$ cat config.mk
export PLATFORM = sky130hd
export DESIGN_NAME = display_arbiter_flat
export DESIGN_NICKNAME = d
export VERILOG_FILES = /design/src/rtl/display_arbiter_pkg.sv /design/src/rtl/display_arbiter_if.sv /design/src/rtl/display_arbiter_cycle_timer.sv /design/src/rtl/display_arbiter.sv /design/src/flat_wrapper.sv
export SDC_FILE = /design/constraint.sdc
export NUM_CORES = 1
export LEC_CHECK = 0
export ABC_AREA = 1
export ABC_CLOCK_PERIOD_IN_PS = 3450
export CAP_MARGIN = 20
export CORE_ASPECT_RATIO = 0.75
export CORE_MARGIN = 5
export CORE_UTILIZATION = 30
export CTS_BUF_LIST = sky130_fd_sc_hd__clkbuf_16
export DETAILED_ROUTE_END_ITERATION = 6
export GPL_ROUTABILITY_DRIVEN = 0
export PLACE_DENSITY = 0.57
export SLEW_MARGIN = 30
export SYNTH_ARGS = -nofsm -noshare
export SYNTH_HDL_FRONTEND = slang
export SYNTH_HIERARCHICAL = 1
export SYNTH_SLANG_ARGS = --single-unit
export TNS_END_PERCENT = 50
$ cat constraint.sdc
create_clock -name clk -period 3.45 [get_ports clk]
set_input_delay 0.5175 -clock clk [delete_from_list [all_inputs] [get_ports clk]]
set_output_delay 0.5175 -clock clk [all_outputs]
set_load 0.01 [all_outputs]
$ cat src/rtl/display_arbiter_pkg.sv
// Shared state encoding, default parameters and sizing helpers for the display arbiter.
package display_pkg;

   typedef enum logic [1:0] {
      ST_OFF   = 2'd0,
      ST_BLANK = 2'd1,
      ST_SHOW  = 2'd2,
      ST_OVR   = 2'd3
   } state_t;

   localparam int DEF_N_SRC        = 8;
   localparam int DEF_SEL_W        = 3;
   localparam int DEF_SEG_W        = 8;
   localparam int DEF_TUBE_W       = 8;
   localparam int DEF_BLANK_CYCLES = 1000;
   localparam int DEF_OVR_CYCLES   = 100000000;

   function automatic int max_int(input int a, input int b);
      return (a > b) ? a : b;
   endfunction

   // Narrowest counter that can hold the longer of the two timed intervals.
   function automatic int timer_width(input int blank_cycles, input int ovr_cycles);
      return $clog2(max_int(blank_cycles, ovr_cycles) + 1);
   endfunction

endpackage

$ cat src/rtl/display_arbiter_if.sv
// Bundle of source buses, control requests and display outputs between the mode logic and the arbiter.
interface display_arbiter_if import display_pkg::*; #(
   parameter int N_SRC  = DEF_N_SRC,
   parameter int SEL_W  = DEF_SEL_W,
   parameter int SEG_W  = DEF_SEG_W,
   parameter int TUBE_W = DEF_TUBE_W
);

   logic                      power_on;
   logic [SEL_W-1:0]          sel;
   logic [N_SRC*SEG_W-1:0]    src_digit1;
   logic [N_SRC*SEG_W-1:0]    src_digit2;
   logic [N_SRC*TUBE_W-1:0]   src_tube;
   logic                      ovr_req;
   logic [SEL_W-1:0]          ovr_sel;

   logic [SEG_W-1:0]          digit1;
   logic [SEG_W-1:0]          digit2;
   logic [TUBE_W-1:0]         tube_sel;
   logic [SEL_W-1:0]          active_sel;
   logic                      ovr_active;
   logic                      blanking;

   // The master side owns the sources and requests; the arbiter is the slave.
   modport master (
      output power_on, sel, src_digit1, src_digit2, src_tube, ovr_req, ovr_sel,
      input  digit1, digit2, tube_sel, active_sel, ovr_active, blanking
   );

   modport slave (
      input  power_on, sel, src_digit1, src_digit2, src_tube, ovr_req, ovr_sel,
      output digit1, digit2, tube_sel, active_sel, ovr_active, blanking
   );

endinterface

$ cat src/rtl/display_arbiter_cycle_timer.sv
// Loadable down-counter that saturates at zero; shared by the blank gap and the override hold.
module cycle_timer #(
   parameter int W = 8
) (
   input  logic         clk,
   input  logic         rst,
   input  logic         load,
   input  logic [W-1:0] load_val,
   output logic         zero,
   output logic         last
);

   logic [W-1:0] count;

   // A load always wins; otherwise count down and hold at zero.
   always_ff @(posedge clk or negedge rst) begin
      if (!rst) begin
         count <= '0;
      end else if (load) begin
         count <= load_val;
      end else if (count != '0) begin
         count <= count - 1'b1;
      end
   end

   assign zero = (count == '0);
   assign last = (count <= W'(1));

endmodule

$ cat src/rtl/display_arbiter.sv
// Chooses which display source drives the tubes, with a blank gap on switches and a timed override.
module display_arbiter import display_pkg::*; #(
   parameter int N_SRC        = DEF_N_SRC,
   parameter int SEL_W        = DEF_SEL_W,
   parameter int SEG_W        = DEF_SEG_W,
   parameter int TUBE_W       = DEF_TUBE_W,
   parameter int BLANK_CYCLES = DEF_BLANK_CYCLES,
   parameter int OVR_CYCLES   = DEF_OVR_CYCLES
) (
   input logic              clk,
   input logic              rst,
   display_arbiter_if.slave bus
);

   localparam int TMR_W = timer_width(BLANK_CYCLES, OVR_CYCLES);
   localparam logic [TMR_W-1:0] BLANK_LOAD = TMR_W'(BLANK_CYCLES);
   localparam logic [TMR_W-1:0] OVR_LOAD   = TMR_W'(OVR_CYCLES);

   state_t             state;
   state_t             state_nx;
   logic [SEL_W-1:0]   active_sel;
   logic [SEL_W-1:0]   active_nx;
   logic [SEL_W-1:0]   sel_c;
   logic [SEL_W-1:0]   ovr_c;
   logic               tmr_load;
   logic [TMR_W-1:0]   tmr_val;
   logic               tmr_zero;
   logic               tmr_last;
   logic               show_nx;
   logic [SEG_W-1:0]   digit1_q;
   logic [SEG_W-1:0]   digit2_q;
   logic [TUBE_W-1:0]  tube_q;

   // Indices that name no real source fall back to source 0.
   function automatic logic [SEL_W-1:0] clamp_idx(input logic [SEL_W-1:0] idx);
      return (32'(idx) < 32'(N_SRC)) ? idx : '0;
   endfunction

   assign sel_c = clamp_idx(bus.sel);
   assign ovr_c = clamp_idx(bus.ovr_sel);

   cycle_timer #(
      .W (TMR_W)
   ) u_timer (
      .clk      (clk),
      .rst      (rst),
      .load     (tmr_load),
      .load_val (tmr_val),
      .zero     (tmr_zero),
      .last     (tmr_last)
   );

   // Power-off beats override, override beats a sel change, and a sel change beats timer expiry.
   // BLANK ends when the timer has already reached zero, so it lasts BLANK_CYCLES+1 cycles,
   // while OVR ends on the cycle the timer would reach zero, so it lasts exactly OVR_CYCLES.
   always_comb begin
      state_nx  = state;
      active_nx = active_sel;
      tmr_load  = 1'b0;
      tmr_val   = '0;
      if (!bus.power_on) begin
         state_nx  = ST_OFF;
         active_nx = '0;
         tmr_load  = 1'b1;
      end else if (state == ST_OFF) begin
         state_nx  = ST_BLANK;
         active_nx = sel_c;
         tmr_load  = 1'b1;
         tmr_val   = BLANK_LOAD;
      end else if (bus.ovr_req) begin
         state_nx  = ST_OVR;
         active_nx = ovr_c;
         tmr_load  = 1'b1;
         tmr_val   = OVR_LOAD;
      end else begin
         case (state)
            ST_BLANK: begin
               if (tmr_zero) begin
                  state_nx  = ST_SHOW;
                  active_nx = sel_c;
               end
            end
            ST_SHOW: begin
               if (sel_c != active_sel) begin
                  state_nx  = ST_BLANK;
                  active_nx = sel_c;
                  tmr_load  = 1'b1;
                  tmr_val   = BLANK_LOAD;
               end
            end
            ST_OVR: begin
               if (tmr_last) begin
                  state_nx = ST_BLANK;
                  tmr_load = 1'b1;
                  tmr_val  = BLANK_LOAD;
               end
            end
            default: begin
               state_nx = ST_OFF;
            end
         endcase
      end
   end

   assign show_nx = (state_nx == ST_SHOW) || (state_nx == ST_OVR);

   // Output registers follow the state being entered, so the tubes go dark on the same edge blanking rises.
   always_ff @(posedge clk or negedge rst) begin
      if (!rst) begin
         state      <= ST_OFF;
         active_sel <= '0;
         digit1_q   <= '0;
         digit2_q   <= '0;
         tube_q     <= '0;
      end else begin
         state      <= state_nx;
         active_sel <= active_nx;
         if (show_nx) begin
            digit1_q <= bus.src_digit1[active_nx*SEG_W +: SEG_W];
            digit2_q <= bus.src_digit2[active_nx*SEG_W +: SEG_W];
            tube_q   <= bus.src_tube[active_nx*TUBE_W +: TUBE_W];
         end else begin
            digit1_q <= '0;
            digit2_q <= '0;
            tube_q   <= '0;
         end
      end
   end

   assign bus.digit1     = digit1_q;
   assign bus.digit2     = digit2_q;
   assign bus.tube_sel   = tube_q;
   assign bus.active_sel = active_sel;
   assign bus.ovr_active = (state == ST_OVR);
   assign bus.blanking   = (state == ST_OFF) || (state == ST_BLANK);

endmodule
$ cat src/flat_wrapper.sv
// flat-port wrapper written by rule: the top's interface ports become plain ports
module display_arbiter_flat import display_pkg::*;
#(
   parameter int N_SRC        = DEF_N_SRC,
   parameter int SEL_W        = DEF_SEL_W,
   parameter int SEG_W        = DEF_SEG_W,
   parameter int TUBE_W       = DEF_TUBE_W,
   parameter int BLANK_CYCLES = DEF_BLANK_CYCLES,
   parameter int OVR_CYCLES   = DEF_OVR_CYCLES
)
  (clk, rst, bus_power_on, bus_sel, bus_src_digit1, bus_src_digit2, bus_src_tube, bus_ovr_req, bus_ovr_sel, bus_digit1, bus_digit2, bus_tube_sel, bus_active_sel, bus_ovr_active, bus_blanking);
  display_arbiter_if #(.N_SRC(N_SRC), .SEL_W(SEL_W), .SEG_W(SEG_W), .TUBE_W(TUBE_W)) bus_i ();
  input logic clk;
  input logic rst;
  input wire logic [$bits(bus_i.power_on)-1:0] bus_power_on;
  input wire logic [$bits(bus_i.sel)-1:0] bus_sel;
  input wire logic [$bits(bus_i.src_digit1)-1:0] bus_src_digit1;
  input wire logic [$bits(bus_i.src_digit2)-1:0] bus_src_digit2;
  input wire logic [$bits(bus_i.src_tube)-1:0] bus_src_tube;
  input wire logic [$bits(bus_i.ovr_req)-1:0] bus_ovr_req;
  input wire logic [$bits(bus_i.ovr_sel)-1:0] bus_ovr_sel;
  output wire logic [$bits(bus_i.digit1)-1:0] bus_digit1;
  output wire logic [$bits(bus_i.digit2)-1:0] bus_digit2;
  output wire logic [$bits(bus_i.tube_sel)-1:0] bus_tube_sel;
  output wire logic [$bits(bus_i.active_sel)-1:0] bus_active_sel;
  output wire logic [$bits(bus_i.ovr_active)-1:0] bus_ovr_active;
  output wire logic [$bits(bus_i.blanking)-1:0] bus_blanking;
  assign bus_i.power_on = bus_power_on;
  assign bus_i.sel = bus_sel;
  assign bus_i.src_digit1 = bus_src_digit1;
  assign bus_i.src_digit2 = bus_src_digit2;
  assign bus_i.src_tube = bus_src_tube;
  assign bus_i.ovr_req = bus_ovr_req;
  assign bus_i.ovr_sel = bus_ovr_sel;
  assign bus_digit1 = bus_i.digit1;
  assign bus_digit2 = bus_i.digit2;
  assign bus_tube_sel = bus_i.tube_sel;
  assign bus_active_sel = bus_i.active_sel;
  assign bus_ovr_active = bus_i.ovr_active;
  assign bus_blanking = bus_i.blanking;
  display_arbiter #(.N_SRC(N_SRC), .SEL_W(SEL_W), .SEG_W(SEG_W), .TUBE_W(TUBE_W), .BLANK_CYCLES(BLANK_CYCLES), .OVR_CYCLES(OVR_CYCLES)) u_core (.clk(clk), .rst(rst), .bus(bus_i));
endmodule
# Word level (Yosys, flattened, before mapping)
# Index checks and enable logic that the tools add are counted.
dict set report totals {
  reg_bits 56
  latch_bits 0
  ram_bits 0
  mem_bits_ro 0
  input_bits 202
  output_inout_bits 29
  word_cells 53
  mem_count 0
}
dict set report op_classes {
  addsub 1
  n_mul 0
  div_mod_pow 0
  order_cmp 1
  n_eq_ne 6
  shifts 3
  mux 30
  n_bitwise 0
  reduce_logical 6
}
# op count
set op_table {}
lappend op_table {{64-bit by 7-bit variable part select with 8-bit output} 3}
lappend op_table {{27-bit 2-to-1 mux} 5}
lappend op_table {{27-bit case mux with 2 select lines} 1}
lappend op_table {{27-bit by 1-bit <= comparator with 1-bit output (second input constant)} 1}
lappend op_table {{27-bit logical NOT} 1}
lappend op_table {{27-bit nonzero test} 1}
lappend op_table {{27-bit by 1-bit subtractor with 27-bit output (second input constant)} 1}
lappend op_table {{8-bit 2-to-1 mux} 3}
lappend op_table {{10-bit 2-to-1 mux} 2}
lappend op_table {{3-bit 2-to-1 mux} 5}
lappend op_table {{2-bit 2-to-1 mux} 6}
lappend op_table {{2-bit == test (second input constant)} 4}
lappend op_table {{2-bit case mux with 3 select lines} 1}
lappend op_table {{3-bit case mux with 2 select lines} 1}
lappend op_table {{1-bit 2-to-1 mux} 5}
lappend op_table {{3-bit != test} 1}
lappend op_table {{2-bit by 1-bit == test with 1-bit output (second input constant)} 1}
lappend op_table {{2-bit logical NOT} 1}
lappend op_table {{1-bit logical OR} 2}
lappend op_table {{1-bit case mux with 2 select lines} 1}
lappend op_table {{2-bit nonzero test} 1}

# Longest topological paths before layout
# Gate-level depths: netlist of run 1.
dict set report depth {
  depth_word 9
  ltp_mapped 19
  mapped_depth_nobuf 17
}

# Modules after synthesis
# The synthesis of run 1 kept the hierarchy.
# module n_inst cells_each area_each_um2 seq_area_each_um2
set by_module_without_submodules {}
lappend by_module_without_submodules {display_arbiter 1 720 3759.9 725.7}
lappend by_module_without_submodules {cycle_timer 1 300 1915.6 675.6}

# Worst setup path after synthesis of run 1
# OpenSTA, ideal clock, no wires.
dict set report synth_timing {
  path_type {register -> register}
  from {reg u_core.u_timer.count[0]}
  to {reg u_core.tube_q[0] (netlist: u_core/bus.tube_sel[0])}
  setup_ps 117
  t_arrival_ps 2289
  required_ps 3333
  setup_slack_ps 1045
  stages_incl_launch_ff 20
  n_path_buf 2
  period_less_slack_ps 2405
  cell_sequence {dfrtp_1 -> inv_1 -> ha_1 -> nand2_2 -> nor2_4 -> nand3_4 -> nor2_8 -> inv_1 -> nand2_1 -> nand2_1 -> nand2_1 -> nand3_2 -> nand2_2 -> buf_6 -> buf_2 -> nand2_1 -> nand3_1 -> nand2_1 -> nor2_1 -> nor2_1}
}
dict set report synth_via {
  elab_chain_len 9
  word_cells_on_any_way 18
  classes_between {order compare (1); eq/ne (2); shift (1); mux (12); reduce/logical (2)}
}
# element line_no
set synth_rtl {}
lappend synth_rtl {{start: declaration} display_arbiter_cycle_timer.sv:13} ;# logic [W-1:0] count;
lappend synth_rtl {{start signal: assignment} display_arbiter_cycle_timer.sv:20} ;# count <= load_val;
lappend synth_rtl {{start signal: assignment} display_arbiter_cycle_timer.sv:22} ;# count <= count - 1'b1;
lappend synth_rtl {{27-bit logical NOT *} display_arbiter_cycle_timer.sv:26} ;# assign zero = (count == '0);
lappend synth_rtl {{named net u_core.tmr_zero} display_arbiter.sv:27} ;# logic tmr_zero;
lappend synth_rtl {{branches (longest 7 deep; another with 64-bit by 7-bit variable part select with 8-bit output)} --}
lappend synth_rtl {{8-bit 2-to-1 mux *} display_arbiter.sv:118} ;# if (show_nx) begin
lappend synth_rtl {{end signal: assignment} display_arbiter.sv:121} ;# tube_q <= bus.src_tube[active_nx*TUBE_W +: TUBE_W];
lappend synth_rtl {{end: declaration} display_arbiter.sv:32} ;# logic [TUBE_W-1:0] tube_q;
# Mark *: on every way through the listed nets, which the timed path passes.
# A chain may end at the register's enable or synchronous reset.

# Worst setup path after layout of run 1
dict set report layout_timing {
  from {reg u_core.u_timer.count[0]}
  to {reg u_core.digit2_q[1] (netlist: u_core/bus.digit2[1])}
}
dict set report layout_via {
  elab_chain_len 9
  word_cells_on_any_way 18
  classes_between {order compare (1); eq/ne (2); shift (1); mux (12); reduce/logical (2)}
}
# element line_no
set layout_rtl {}
lappend layout_rtl {{27-bit logical NOT *} display_arbiter_cycle_timer.sv:26}
lappend layout_rtl {{named net u_core.tmr_zero} display_arbiter.sv:27}
lappend layout_rtl {{branches (longest 7 deep; another with 64-bit by 7-bit variable part select with 8-bit output)} --}
lappend layout_rtl {{8-bit 2-to-1 mux *} display_arbiter.sv:118}
lappend layout_rtl {{end signal: assignment} display_arbiter.sv:120} ;# digit2_q <= bus.src_digit2[active_nx*SEG_W +: SEG_W];
lappend layout_rtl {{end: declaration} display_arbiter.sv:31} ;# logic [SEG_W-1:0] digit2_q;
# Marks and branches as above.

==> impl_results.md, run 1 <==
* Maximum number of pins on one net before global-route repair at 73
* Critical path's most frequent cell: sky130_fd_sc_hd__nand2_1
* Hold violation count in the final report at 0
* Die extent in x at 169 um
* HPWL after detailed placement at 17900 um
* Synthesis Warnings at 6
* Wire length of the first global-routing pass at between 30000 and 40000 um
* Vias in the first global route at 6375
* Cells taking the most area after synthesis: sky130_fd_sc_hd__dfrtp_1, sky130_fd_sc_hd__nand2_1, sky130_fd_sc_hd__nand3_1
* Area of the core at approximately 0.019 mm^2
* Met2 WL at 9600 um
* Port Buffer Count at 230
* Sequential area share after synthesis at 24.7%
* Critical path launch point type: flip-flop
* Worst-case hold slack at 0.193 ns
* Maximum clock insertion buffer count at 2
* Critical path class: flip-flop to flip-flop
* Status: completed
* Most common flop cell mapped by yosys: sky130_fd_sc_hd__dfrtp_1
* Number of antenna violations at the first check in global routing at 2
* Die area at 0.0218 mm^2
* Worst-Skew Late Latency at 0.30 ns
* Number of setup buffers added after CTS at 0
* Depth of the CTS H-tree at 2
* Largest delay share family, worst path: simple AND/OR/NAND/NOR gates
* CP Buf/Inv Count at 3
* Cell type of the slowest stage on the worst timing path: sky130_fd_sc_hd__dfrtp_1
* Setup TNS at 0 ns
* HP Class: input pin to asynchronous set/reset pin
* Routed Wire Length at 22500 um
* Met3 Wirelength at 1980 um
* Clock transition at path regs at 0.07 ns
* Clock net sink count at 56
* Fraction of layout instances using a drive strength above 1 at approximately 4%
* Gate count after technology mapping at 1020
* Maximum vdd drop at 0.309 mV
* Overall routing resource usage at about a fifth
* Initial cell density of the core at 30.6%
* F_max at 0.336 GHz
* Final Slew Violations at 0
* CTS Hold Buffers Added at 0
* Max-cap violations at 0
* Final Setup Violations at 0
* Gates resized, CTS repair at 0
* Total congestion overflow at 0
* Final Core Density at 45.1%
* Instance count after placement with tap cells included at 1474
* Net count reported at finish at 1443
* Synth top cells by count: sky130_fd_sc_hd__nand2_1, sky130_fd_sc_hd__inv_1, sky130_fd_sc_hd__nand3_1, sky130_fd_sc_hd__nor2_1, sky130_fd_sc_hd__dfrtp_1
* Ports placed on the boundary at 231
* Total vias in the final route at 6779
* Netlist area before placement at 0.00568 mm^2
* Final critical path time including I/O delays and setup at 2.98 ns
* Post-synth cell types at 31
* Most common cell in the synthesized netlist: sky130_fd_sc_hd__nand2_1
* Router iterations before antenna repair at 5
* DRC violations left at 0
* Metal-1 WL at 10700 um
* Max FO, Critical Path at 67
* Cell taking the most area after synthesis: sky130_fd_sc_hd__dfrtp_1
* Worst EP arrival at around 3.2 ns
* Fraction of post-synthesis cell area in the top cell type by area at 24.7%
* Average footprint of a synthesized cell at 5.56 um^2
* Row count at 43
* Cell-by-cell listing of the critical path: inv_1 -> ha_1 -> nand2_2 -> nor2_4 -> nand3_4 -> nor2_8 -> inv_1 -> nand2_1 -> nand2_1 -> nand2_1 -> nand3_2 -> nand2_4 -> buf_12 -> nand2_1 -> nand3_1 -> nand2_1 -> nor2_1 -> nor2_1
* Routed WL per cell at 15.2 um
* Static leakage power at 0.00446 uW
* Clock buffer count from CTS at 5
* Required time of the critical path at between 3 and 4 ns
* Worst max-slew margin expressed relative to the limit at approximately three fifths
* Final std cells w/o fill at 1483
* DR iter-0 viols at 396
* TritonCTS clock tree: built
* Clock skew after layout at 0.00709 ns
* Remaining number of nets flagged by the antenna check after routing at 0
* Actual transition at the worst max-transition pin at around 0.59 ns
* Via-to-Cell Ratio at 4.57
* Worst Setup End Kind: flip-flop
* Clk root buf: sky130_fd_sc_hd__clkbuf_16
* Fraction of the cycle the final worst path needs at 86.4%
* Uppermost signal routing layer after detailed routing: met5
* Layout overhead on the synthesized area at 47.5%
* Chip Height at roughly 130 um
* Fraction of synthesis flops using an asynchronous set or reset pin at 100%
* Unrepaired setup endpoints after global routing: no
* Number of synthesized flops with an enable pin at 0
* #FFs+latches synth at 56
* Slowest stage delay, CP at 0.40 ns
* Power Dens Cells at just under 300 mW/mm^2
-- sequential cells by signal, indices dropped and copies added (netlist names) --
name / count
u_core/bus.active_sel: 3
u_core/bus.tube_sel: 8
u_core/bus.digit1: 8
u_core/u_timer/count: 27
u_core/state: 2
u_core/bus.digit2: 8
-- power by group --
group | internal (uW) | switching [uW]
sequential | 709 | 48.3
combinational | 508 | 629
clock | 270 | 262
total | 1490 | 940
-- routing by layer --
layer  up-vias  track usage [%]
met3        15             5.52
met2       241             31.0
met5         -                0
met1      3015             28.7
li1       3506                -
met4         2             3.48
-- cell families after synthesis --
| logic type | synth area share (%) |
|---|---|
| and+or+nand+nor | 53.0 |
| buffers and inverters | 16.7 |
| DFF | 24.7 |
| AOI/OAI and AO/OA | 2.40 |
| xor gates and xnor gates | 1.54 |
| adders and majority gates | 1.54 |
| other | 0.0661 |
-- path summary, 6_finish.rpt --
check | start | end | slack [ns] | cells past startpoint
max | u_core/u_timer/count[0] | u_core/bus.digit2[1] | 0.47 | 18
min | rst | u_core/state[0] | 0.19 | 1
max reg2reg | u_core/u_timer/count[0] | u_core/bus.digit2[1] | 0.47 | 18
min reg2reg | u_core/u_timer/count[13] | u_core/u_timer/count[13] | 0.63 | 3
max in group asynchronous | rst | u_core/u_timer/count[0] | 2.36 | 2
min in group clk | u_core/u_timer/count[13] | u_core/u_timer/count[13] | 0.63 | 3
-- layout make-up --
| cell class | count | area [um^2] |
|---|---|---|
| clock inverters | 3 | 17.5 |
| multi-input cells | 740 | 3370 |
| well taps | 247 | 309 |
| clock buffers | 5 | 125 |
| flip-flops and latches | 56 | 1400 |
| fillers | 1971 | 10200 |
| diodes | 1 | 2.50 |
| inverters | 185 | 696 |
| repair buffers | 246 | 2450 |
-- worst register-to-register path: stages (launching register included) --
cell                      delay, ns
sky130_fd_sc_hd__dfrtp_1       0.40
sky130_fd_sc_hd__inv_1         0.11
sky130_fd_sc_hd__ha_1          0.25
sky130_fd_sc_hd__nand2_2       0.13
sky130_fd_sc_hd__nor2_4        0.20
sky130_fd_sc_hd__nand3_4       0.12
sky130_fd_sc_hd__nor2_8        0.14
sky130_fd_sc_hd__inv_1         0.05
sky130_fd_sc_hd__nand2_1       0.08
sky130_fd_sc_hd__nand2_1       0.10
sky130_fd_sc_hd__nand2_1       0.08
sky130_fd_sc_hd__nand3_2       0.11
sky130_fd_sc_hd__nand2_4       0.24
sky130_fd_sc_hd__buf_12        0.30
sky130_fd_sc_hd__nand2_1       0.13
sky130_fd_sc_hd__nand3_1       0.08
sky130_fd_sc_hd__nand2_1       0.05
sky130_fd_sc_hd__nor2_1        0.22
sky130_fd_sc_hd__nor2_1        0.08
-- cell usage in the layout, fill, tap and decap left out, drive strengths merged --
cell type,synthesis,layout
inv,184,185
a21oi,8,8
o21ai,15,15
nor3,4,4
clkinv,1,3
conb,1,10
ha,7,7
clkbuf,22,5
or2,3,3
nand3b,28,28
xor2,3,3
xnor2,7,7
nand3,164,164
a31oi,1,1
clkdlybuf4s50,0,229
buf,26,17
o22ai,1,1
o221ai,1,1
diode,0,1
nor2,152,152
nand4,10,10
nand2,326,326
dfrtp,56,56
-- through the flow --
stage	setup slack, ns	total power [uW]	cell area, um^2
after floorplan	1.04	1410	5710
after global placement	0.572	1910	8230
after detailed placement	0.485	1910	8230
after CTS	0.462	2450	8370
after global routing	0.176	2610	8370
final	0.470	2430	8370
Note: power is estimated with default switching activity, not from simulation.
==> run 2: changes to the inputs <==
--- a/config.mk
+++ b/config.mk
@@ -9,12 +9,12 @@
 export ABC_CLOCK_PERIOD_IN_PS = 3450
 export CAP_MARGIN = 20
 export CORE_ASPECT_RATIO = 0.75
-export CORE_MARGIN = 5
 export CORE_UTILIZATION = 30
 export CTS_BUF_LIST = sky130_fd_sc_hd__clkbuf_16
 export DETAILED_ROUTE_END_ITERATION = 6
 export GPL_ROUTABILITY_DRIVEN = 0
 export PLACE_DENSITY = 0.57
+export RECOVER_POWER = 100
 export SLEW_MARGIN = 30
 export SYNTH_ARGS = -nofsm -noshare
 export SYNTH_HDL_FRONTEND = slang
==> run 2 against run 1 <==
The run now ends with max-capacitance violations, max-slew violations left. Core utilization rose by 0.057 points. Critical path depth unchanged. Largest cell class unchanged. First-iteration DRC count rose by 15%. Combinational power about the same. Final cell count shrank 0.47%. Register-to-register slack got worse by 0.04 ns. Die area is 11% lower. Critical path type unchanged. Clock skew is 0.0033 ns higher. Largest power group unchanged.
==> impl_results.md, run 2 (synthesis gave the netlist of run 1 again) <==
* Static leakage power at 0.00453 uW (+1.4%)
* Maximum number of pins on one net before global-route repair at 73 (unchanged)
* Fraction of layout instances using a drive strength above 1 at 3.17% (-0.71 points)
* HP Class: input pin to asynchronous set/reset pin
* Ports placed on the boundary at 231 (unchanged)
* Number of antenna violations at the first check in global routing at 1 (-1)
* Final critical path time including I/O delays and setup at 3.02 ns (+0.0398 ns)
* Critical path's most frequent cell: sky130_fd_sc_hd__nand2_1
* Number of setup buffers added after CTS at 0 (unchanged)
* Clock transition at path regs at 0.07 ns (about the same)
* Max FO, Critical Path at 66 (-1.5%)
* Fraction of the cycle the final worst path needs at 87.5% (+1.2 points)
* Port Buffer Count at 230 (unchanged)
* Most common cell after layout, fill and taps aside: sky130_fd_sc_hd__nand2_1
* Worst-case hold slack at 0.266 ns (+0.0739 ns)
* Via-to-Cell Ratio at 4.53 (-0.89%)
* Die extent in x at 161 um (-4.7%)
* Status: finished, violations left
* Number of diodes added for antenna fixing at 0 (-1)
* DR iter-0 viols at 455 (+15%)
* Remaining number of nets flagged by the antenna check after routing at 0 (unchanged)
* Metal-1 WL at 10400 um (-3.3%)
* Power Dens Cells at 293 mW/mm^2 (+0.97%)
* Met3 Wirelength at 1490 um (-25%)
* Maximum vdd drop at 0.279 mV (-9.7%)
* Gates resized, CTS repair at 0 (unchanged)
* Depth of the CTS H-tree at 2 (unchanged)
* Clock skew after layout at 0.0103 ns (+0.00326 ns)
* Final Setup Violations at 0 (unchanged)
* Uppermost signal routing layer after detailed routing: met5
* Total congestion overflow at 0 (unchanged)
* Setup TNS at 0 ns (unchanged)
* Final Slew Violations at 28 (+28)
* CTS Hold Buffers Added at 0 (unchanged)
* Row count at 43 (unchanged)
* Chip Height at 121 um (-6.2%)
* Slowest stage delay, CP at 0.39 ns (about the same)
* Initial cell density of the core at 30.7% (+0.089 points)
* Cell-by-cell listing of the critical path: inv_1 -> ha_1 -> nand2_2 -> nor2_4 -> nand3_4 -> nor2_8 -> inv_1 -> nand2_1 -> nand2_1 -> nand2_1 -> nand3_4 -> nand2_4 -> buf_12 -> nand2_1 -> nand3_1 -> nand2_1 -> nor2_1 -> nor2_1
* Clk root buf: sky130_fd_sc_hd__clkbuf_16
* DRC violations left at 0 (unchanged)
* Largest delay share family, worst path: simple AND/OR/NAND/NOR gates
* Required time of the critical path at 3.63 ns (about the same)
* Unrepaired setup endpoints after global routing: no
* Number of flip-flops under the largest register name at 27 (unchanged)
* Area of the core at 0.0185 mm^2 (-0.29%)
* Routed WL per cell at 14.5 um (-4.6%)
* TritonCTS clock tree: built
* Router iterations before antenna repair at 5 (unchanged)
* Worst-Skew Late Latency at 0.30 ns (about the same)
* Net count reported at finish at 1439 (-0.28%)
* Total vias in the final route at 6687 (-1.4%)
* Max-cap violations at 1 (+1)
* Worst Setup End Kind: flip-flop
* Actual transition at the worst max-transition pin at 1.67 ns (+1.08 ns)
* Critical path class: flip-flop to flip-flop
* HPWL after detailed placement at 16600 um (-6.8%)
* Routed Wire Length at 21400 um (-5.0%)
* Worst max-slew margin expressed relative to the limit at -11.4% (-72 points)
* Vias in the first global route at 6408 (+0.52%)
* Wire length of the first global-routing pass at 34500 um (-1.8%)
* Clock net sink count at 56 (unchanged)
* Hold violation count in the final report at 0 (unchanged)
* F_max at 0.331 GHz (-1.3%)
* Die area at 0.0195 mm^2 (-11%)
* Cell type of the slowest stage on the worst timing path: sky130_fd_sc_hd__dfrtp_1
* Layout overhead on the synthesized area at 47.3%
* Critical path launch point type: flip-flop
* Maximum clock insertion buffer count at 2 (unchanged)
* Violated checks: max-capacitance violations, max-slew violations
* Worst EP arrival at 3.20 ns (+0.04 ns)
* Met2 WL at 9310 um (-2.9%)
* CP Buf/Inv Count at 3 (unchanged)
* Most frequent cells in the layout: sky130_fd_sc_hd__nand2_1, sky130_fd_sc_hd__clkdlybuf4s50_1, sky130_fd_sc_hd__inv_1
* Clock buffer count from CTS at 5 (unchanged)
* Register with the highest flop count: u_core/u_timer/count
* Overall routing resource usage at 22.6% (+2.4 points)
-- run 2: area by class of cell --
cell class | instances | area, um^2
Multi-Input combinational cell | 740 | 3370
Sequential cell | 56 | 1400
Timing Repair Buffer | 242 | 2430
Clock buffer | 5 | 125
Clock inverter | 1 | 30.0
Inverter | 185 | 696
Tap cell | 247 | 309
Fill cell | 1994 | 10100
-- run 2: stage by stage --
step / setup slack [ns] / cells / power [uW] / cell area [um^2] / utilization [%]
after floorplan: 1.04 / 1029 / 1410 / 5710 / -
after global placement: 0.491 / 1470 / 1900 / 8220 / 44.4
after detailed placement: 0.447 / 1470 / 1900 / 8220 / 44.4
after CTS: 0.441 / 1476 / 2480 / 8370 / 45.2
after global routing: 0.0867 / 1476 / 2640 / 8360 / 45.2
final: 0.430 / 1476 / 2450 / 8360 / 45.2
-- run 2: power breakdown --
part	switching, uW	internal (uW)
combinational	623	494
sequential	48.7	709
clock	236	335
total	908	1540
-- run 2: layer usage --
layer,vias up,GRT usage [%]
met5,-,0
met4,2,3.48
met3,14,4.61
met2,217,35.1
met1,2962,32.6
li1,3492,-
-- run 2: path summary, 6_finish.rpt --
path                       slack [ns]                      from                       end  depth (start not counted)
min reg2reg                      0.62  u_core/u_timer/count[13]  u_core/u_timer/count[13]                          3
max                              0.43   u_core/u_timer/count[0]      u_core/bus.digit2[2]                         18
min                              0.27                       rst   u_core/u_timer/count[5]                          1
max reg2reg                      0.43   u_core/u_timer/count[0]      u_core/bus.digit2[2]                         18
max in group asynchronous        1.19                       rst   u_core/u_timer/count[0]                          2
min in group clk                 0.62  u_core/u_timer/count[13]  u_core/u_timer/count[13]                          3
==> run 3: changes to the inputs <==
--- a/config.mk
+++ b/config.mk
@@ -6,7 +6,7 @@
 export NUM_CORES = 1
 export LEC_CHECK = 0
 export ABC_AREA = 1
-export ABC_CLOCK_PERIOD_IN_PS = 3450
+export ABC_CLOCK_PERIOD_IN_PS = 3850
 export CAP_MARGIN = 20
 export CORE_ASPECT_RATIO = 0.75
 export CORE_UTILIZATION = 30
==> constraint.sdc (replaced) <==
create_clock -name clk -period 3.85 [get_ports clk]
set_input_delay 0.5775 -clock clk [delete_from_list [all_inputs] [get_ports clk]]
set_output_delay 0.5775 -clock clk [all_outputs]
set_load 0.01 [all_outputs]
==> run 3 against run 2 <==
Setup slack better by 0.017 ns. Critical endpoint is now u_core/bus.digit2[5]. Hold slack better by 0.35 ns. Routed wire length is 0.29% lower. Core utilization is 0.27 points lower. Clock skew is 0.0016 ns higher. Final area is 0.60% lower. Combinational power is 11% lower. Register-to-register slack better by 0.02 ns. Sequential cell count stayed put. The run still ends with max-capacitance violations, max-slew violations left.
==> impl_results.md, run 3 (synthesis gave the netlist of run 1 again) <==
* Timing startpoint of the critical path: u_core/u_timer/count[0]
* DR iter-0 viols at 492 (+8.1%)
* Slowest stage delay, CP at 0.49 ns (+0.10 ns)
* Actual transition at the worst max-transition pin at 2.17 ns (+0.501 ns)
* CTS Hold Buffers Added at 0 (unchanged)
* Maximum number of pins on one net before global-route repair at 73 (unchanged)
* Fraction of the cycle the final worst path needs at 88.4% (+0.86 points)
* Static leakage power at 0.00451 uW (-0.37%)
* Net count reported at finish at 1439 (unchanged)
* Max FO, Critical Path at 18 (-73%)
* Critical path's most frequent cell: sky130_fd_sc_hd__nand2_1
* Die extent in x at 161 um (unchanged)
* Critical path depth at 17 (-1)
* DRC violations left at 0 (unchanged)
* Die area at 0.0195 mm^2 (unchanged)
* Maximum vdd drop at 0.180 mV (-36%)
* Clk pwr share at 22.4% (-1.0 points)
* Overall routing resource usage at 22.3% (-0.29 points)
* Post-placement cell area at 0.00819 mm^2 (-0.30%)
* Worst EP arrival at 3.64 ns (+0.44 ns)
* Final Setup Violations at 0 (unchanged)
* Final Slew Violations at 37 (+32%)
* Worst max-slew margin expressed relative to the limit at -44.8% (-33 points)
* Worst Setup End Kind: flip-flop
* Depth of the CTS H-tree at 2 (unchanged)
* Wire length of the first global-routing pass at 34200 um (-0.82%)
* Cell type of the slowest stage on the worst timing path: sky130_fd_sc_hd__inv_1
* Hold violation count in the final report at 0 (unchanged)
* Sequential cell fraction of total power at 31.5% (+0.5 points)
* Layout overhead on the synthesized area at 46.4%
* Critical path launch point type: flip-flop
* Port Buffer Count at 230 (unchanged)
* Fraction of layout instances using a drive strength above 1 at 3.17% (-0.0052 points)
* Worst Reg-to-Reg Cells at 17 (-1)
* Ports placed on the boundary at 231 (unchanged)
* F_max at 0.294 GHz (-11%)
* Cell internal power dissipation at 1310 uW (-15%)
* Area of the core at 0.0185 mm^2 (unchanged)
* TritonCTS clock tree: built
* Largest delay share family, worst path: simple AND/OR/NAND/NOR gates
* Total vias in the final route at 6714 (+0.40%)
* Violated checks: max-capacitance violations, max-slew violations
* Cell-by-cell listing of the critical path: inv_1 -> ha_1 -> nand2_1 -> nor2_4 -> nand3_4 -> nor2_8 -> nand2_1 -> nand2_1 -> nand2_1 -> nand3_1 -> nand2_2 -> inv_1 -> clkbuf_2 -> nand3_1 -> nand3_1 -> nand2_1 -> nor2_1
* Worst setup path endpoint: u_core/bus.digit2[5]
* Number of setup buffers added after CTS at 0 (unchanged)
* Number of diodes added for antenna fixing at 0 (unchanged)
* Share of total power in combinational logic at 46.2% (+0.5 points)
* Initial cell density of the core at 30.7% (unchanged)
* Total congestion overflow at 0 (unchanged)
* Most common cell after layout, fill and taps aside: sky130_fd_sc_hd__nand2_1
* Routed Wire Length at 21300 um (-0.29%)
* Number of antenna violations at the first check in global routing at 1 (unchanged)
* Maximum clock insertion buffer count at 2 (unchanged)
* Max-cap violations at 1 (unchanged)
* CP Buf/Inv Count at 3 (unchanged)
* Most frequent cells in the layout: sky130_fd_sc_hd__nand2_1, sky130_fd_sc_hd__clkdlybuf4s50_1, sky130_fd_sc_hd__inv_1
* Routed WL per cell at 14.4 um (-0.42%)
* Setup slack of the worst register-to-register path at 0.45 ns (+0.02 ns)
* Row count at 43 (unchanged)
* Via-to-Cell Ratio at 4.54 (+0.27%)
* Post-route cell area at 0.00831 mm^2 (-0.60%)
* Status: finished, violations left
* Clock buffer count from CTS at 5 (unchanged)
* Clock skew after layout at 0.0120 ns (+0.00164 ns)
* Chip Height at 121 um (unchanged)
* Endpoint of the lowest-slack register-to-register path: u_core/bus.digit2[5]
* Register with the highest flop count: u_core/u_timer/count
* Router iterations before antenna repair at 5 (unchanged)
* HP Class: flip-flop to flip-flop
* Worst-Skew Late Latency at 0.31 ns (about the same)
* Pwr Total at 2150 uW (-12%)
* Remaining number of nets flagged by the antenna check after routing at 0 (unchanged)
* Required time of the critical path at 4.08 ns (+0.45 ns)
* Power Dens Cells at 259 mW/mm^2 (-11%)
* Number of flip-flops under the largest register name at 27 (unchanged)
* Fill cell count at 2002 (+0.40%)
* Unrepaired setup endpoints after global routing: no
* Gates resized, CTS repair at 0 (unchanged)
* Vias in the first global route at 6343 (-1.0%)
* HPWL after detailed placement at 16500 um (-0.73%)
* Critical path class: flip-flop to flip-flop
* Final critical path time including I/O delays and setup at 3.40 ns (+0.383 ns)
* Clk root buf: sky130_fd_sc_hd__clkbuf_16
* Clock transition at path regs at 0.08 ns (about the same)
* Clock net sink count at 56 (unchanged)
* Net load switching power at 840 uW (-7.5%)
* Worst reg2reg startpoint: u_core/u_timer/count[0]
* Switching power share of the total at 39.0% (+1.9 points)
* Setup TNS at 0 ns (unchanged)
==> run 3: routing by layer <==
layer / routed length [um] / global-route usage [%] / vias to the layer above
met5: 13 / 0 / -
met4: 177 / 3.60 / 2
met3: 1520 / 5.54 / 17
met2: 9360 / 35.1 / 203
met1: 10300 / 31.1 / 3002
li1: - / - / 3490
==> run 3: worst reg2reg max path: stages, from the launching register on <==
cell                       delay (ns)
sky130_fd_sc_hd__dfrtp_1         0.40
sky130_fd_sc_hd__inv_1           0.11
sky130_fd_sc_hd__ha_1            0.24
sky130_fd_sc_hd__nand2_1         0.17
sky130_fd_sc_hd__nor2_4          0.22
sky130_fd_sc_hd__nand3_4         0.12
sky130_fd_sc_hd__nor2_8          0.13
sky130_fd_sc_hd__nand2_1         0.08
sky130_fd_sc_hd__nand2_1         0.10
sky130_fd_sc_hd__nand2_1         0.06
sky130_fd_sc_hd__nand3_1         0.09
sky130_fd_sc_hd__nand2_2         0.05
sky130_fd_sc_hd__inv_1           0.49
sky130_fd_sc_hd__clkbuf_2        0.50
sky130_fd_sc_hd__nand3_1         0.13
sky130_fd_sc_hd__nand3_1         0.16
sky130_fd_sc_hd__nand2_1         0.15
sky130_fd_sc_hd__nor2_1          0.11
==> run 3: worst min-delay path by stage <==
stage	startpoint	endpoint	slack (ns)	cells past startpoint
finish	u_core/u_timer/count[18]	u_core/u_timer/count[18]	0.62	4
detailed placement	u_core/u_timer/count[18]	u_core/u_timer/count[18]	0.61	4
floorplan	rst	u_core/bus.active_sel[0]	0.28	0
global route	u_core/u_timer/count[13]	u_core/u_timer/count[13]	0.68	3
global placement	u_core/u_timer/count[18]	u_core/u_timer/count[18]	0.60	4
CTS	rst	u_core/u_timer/count[16]	0.45	1
==> run 3: layout make-up <==
class / count / area [um^2] / area share [%]
Clock buffer: 5 / 125 / 1.51
Clock inverter: 3 / 23.8 / 0.286
Inverter: 185 / 696 / 8.37
Multi-Input combinational cell: 740 / 3350 / 40.3
Sequential cell: 56 / 1400 / 16.9
Tap cell: 247 / 309 / 3.72
Timing Repair Buffer: 242 / 2400 / 28.9
==> run 3: per-stage QoR <==
stage               hold WS [ns]  utilization [%]  worst slack, ns  cells
detailed placement         0.606             44.3            0.727   1470
CTS                        0.445             45.1            0.706   1478
global route               0.680             44.9            0.200   1478
global placement           0.598             44.3            0.806   1470
finish                     0.618             44.9            0.447   1478
floorplan                  0.282                -             1.44   1029
==> run 3: power by group through the flow <==
stage | clock, uW | sequential [uW] | combinational [uW]
after floorplan | 0 | 688 | 578
after global placement | 0 | 689 | 1010
after detailed placement | 0 | 688 | 1010
after CTS | 497 | 678 | 1020
after global routing | 516 | 684 | 1110
final | 482 | 678 | 995
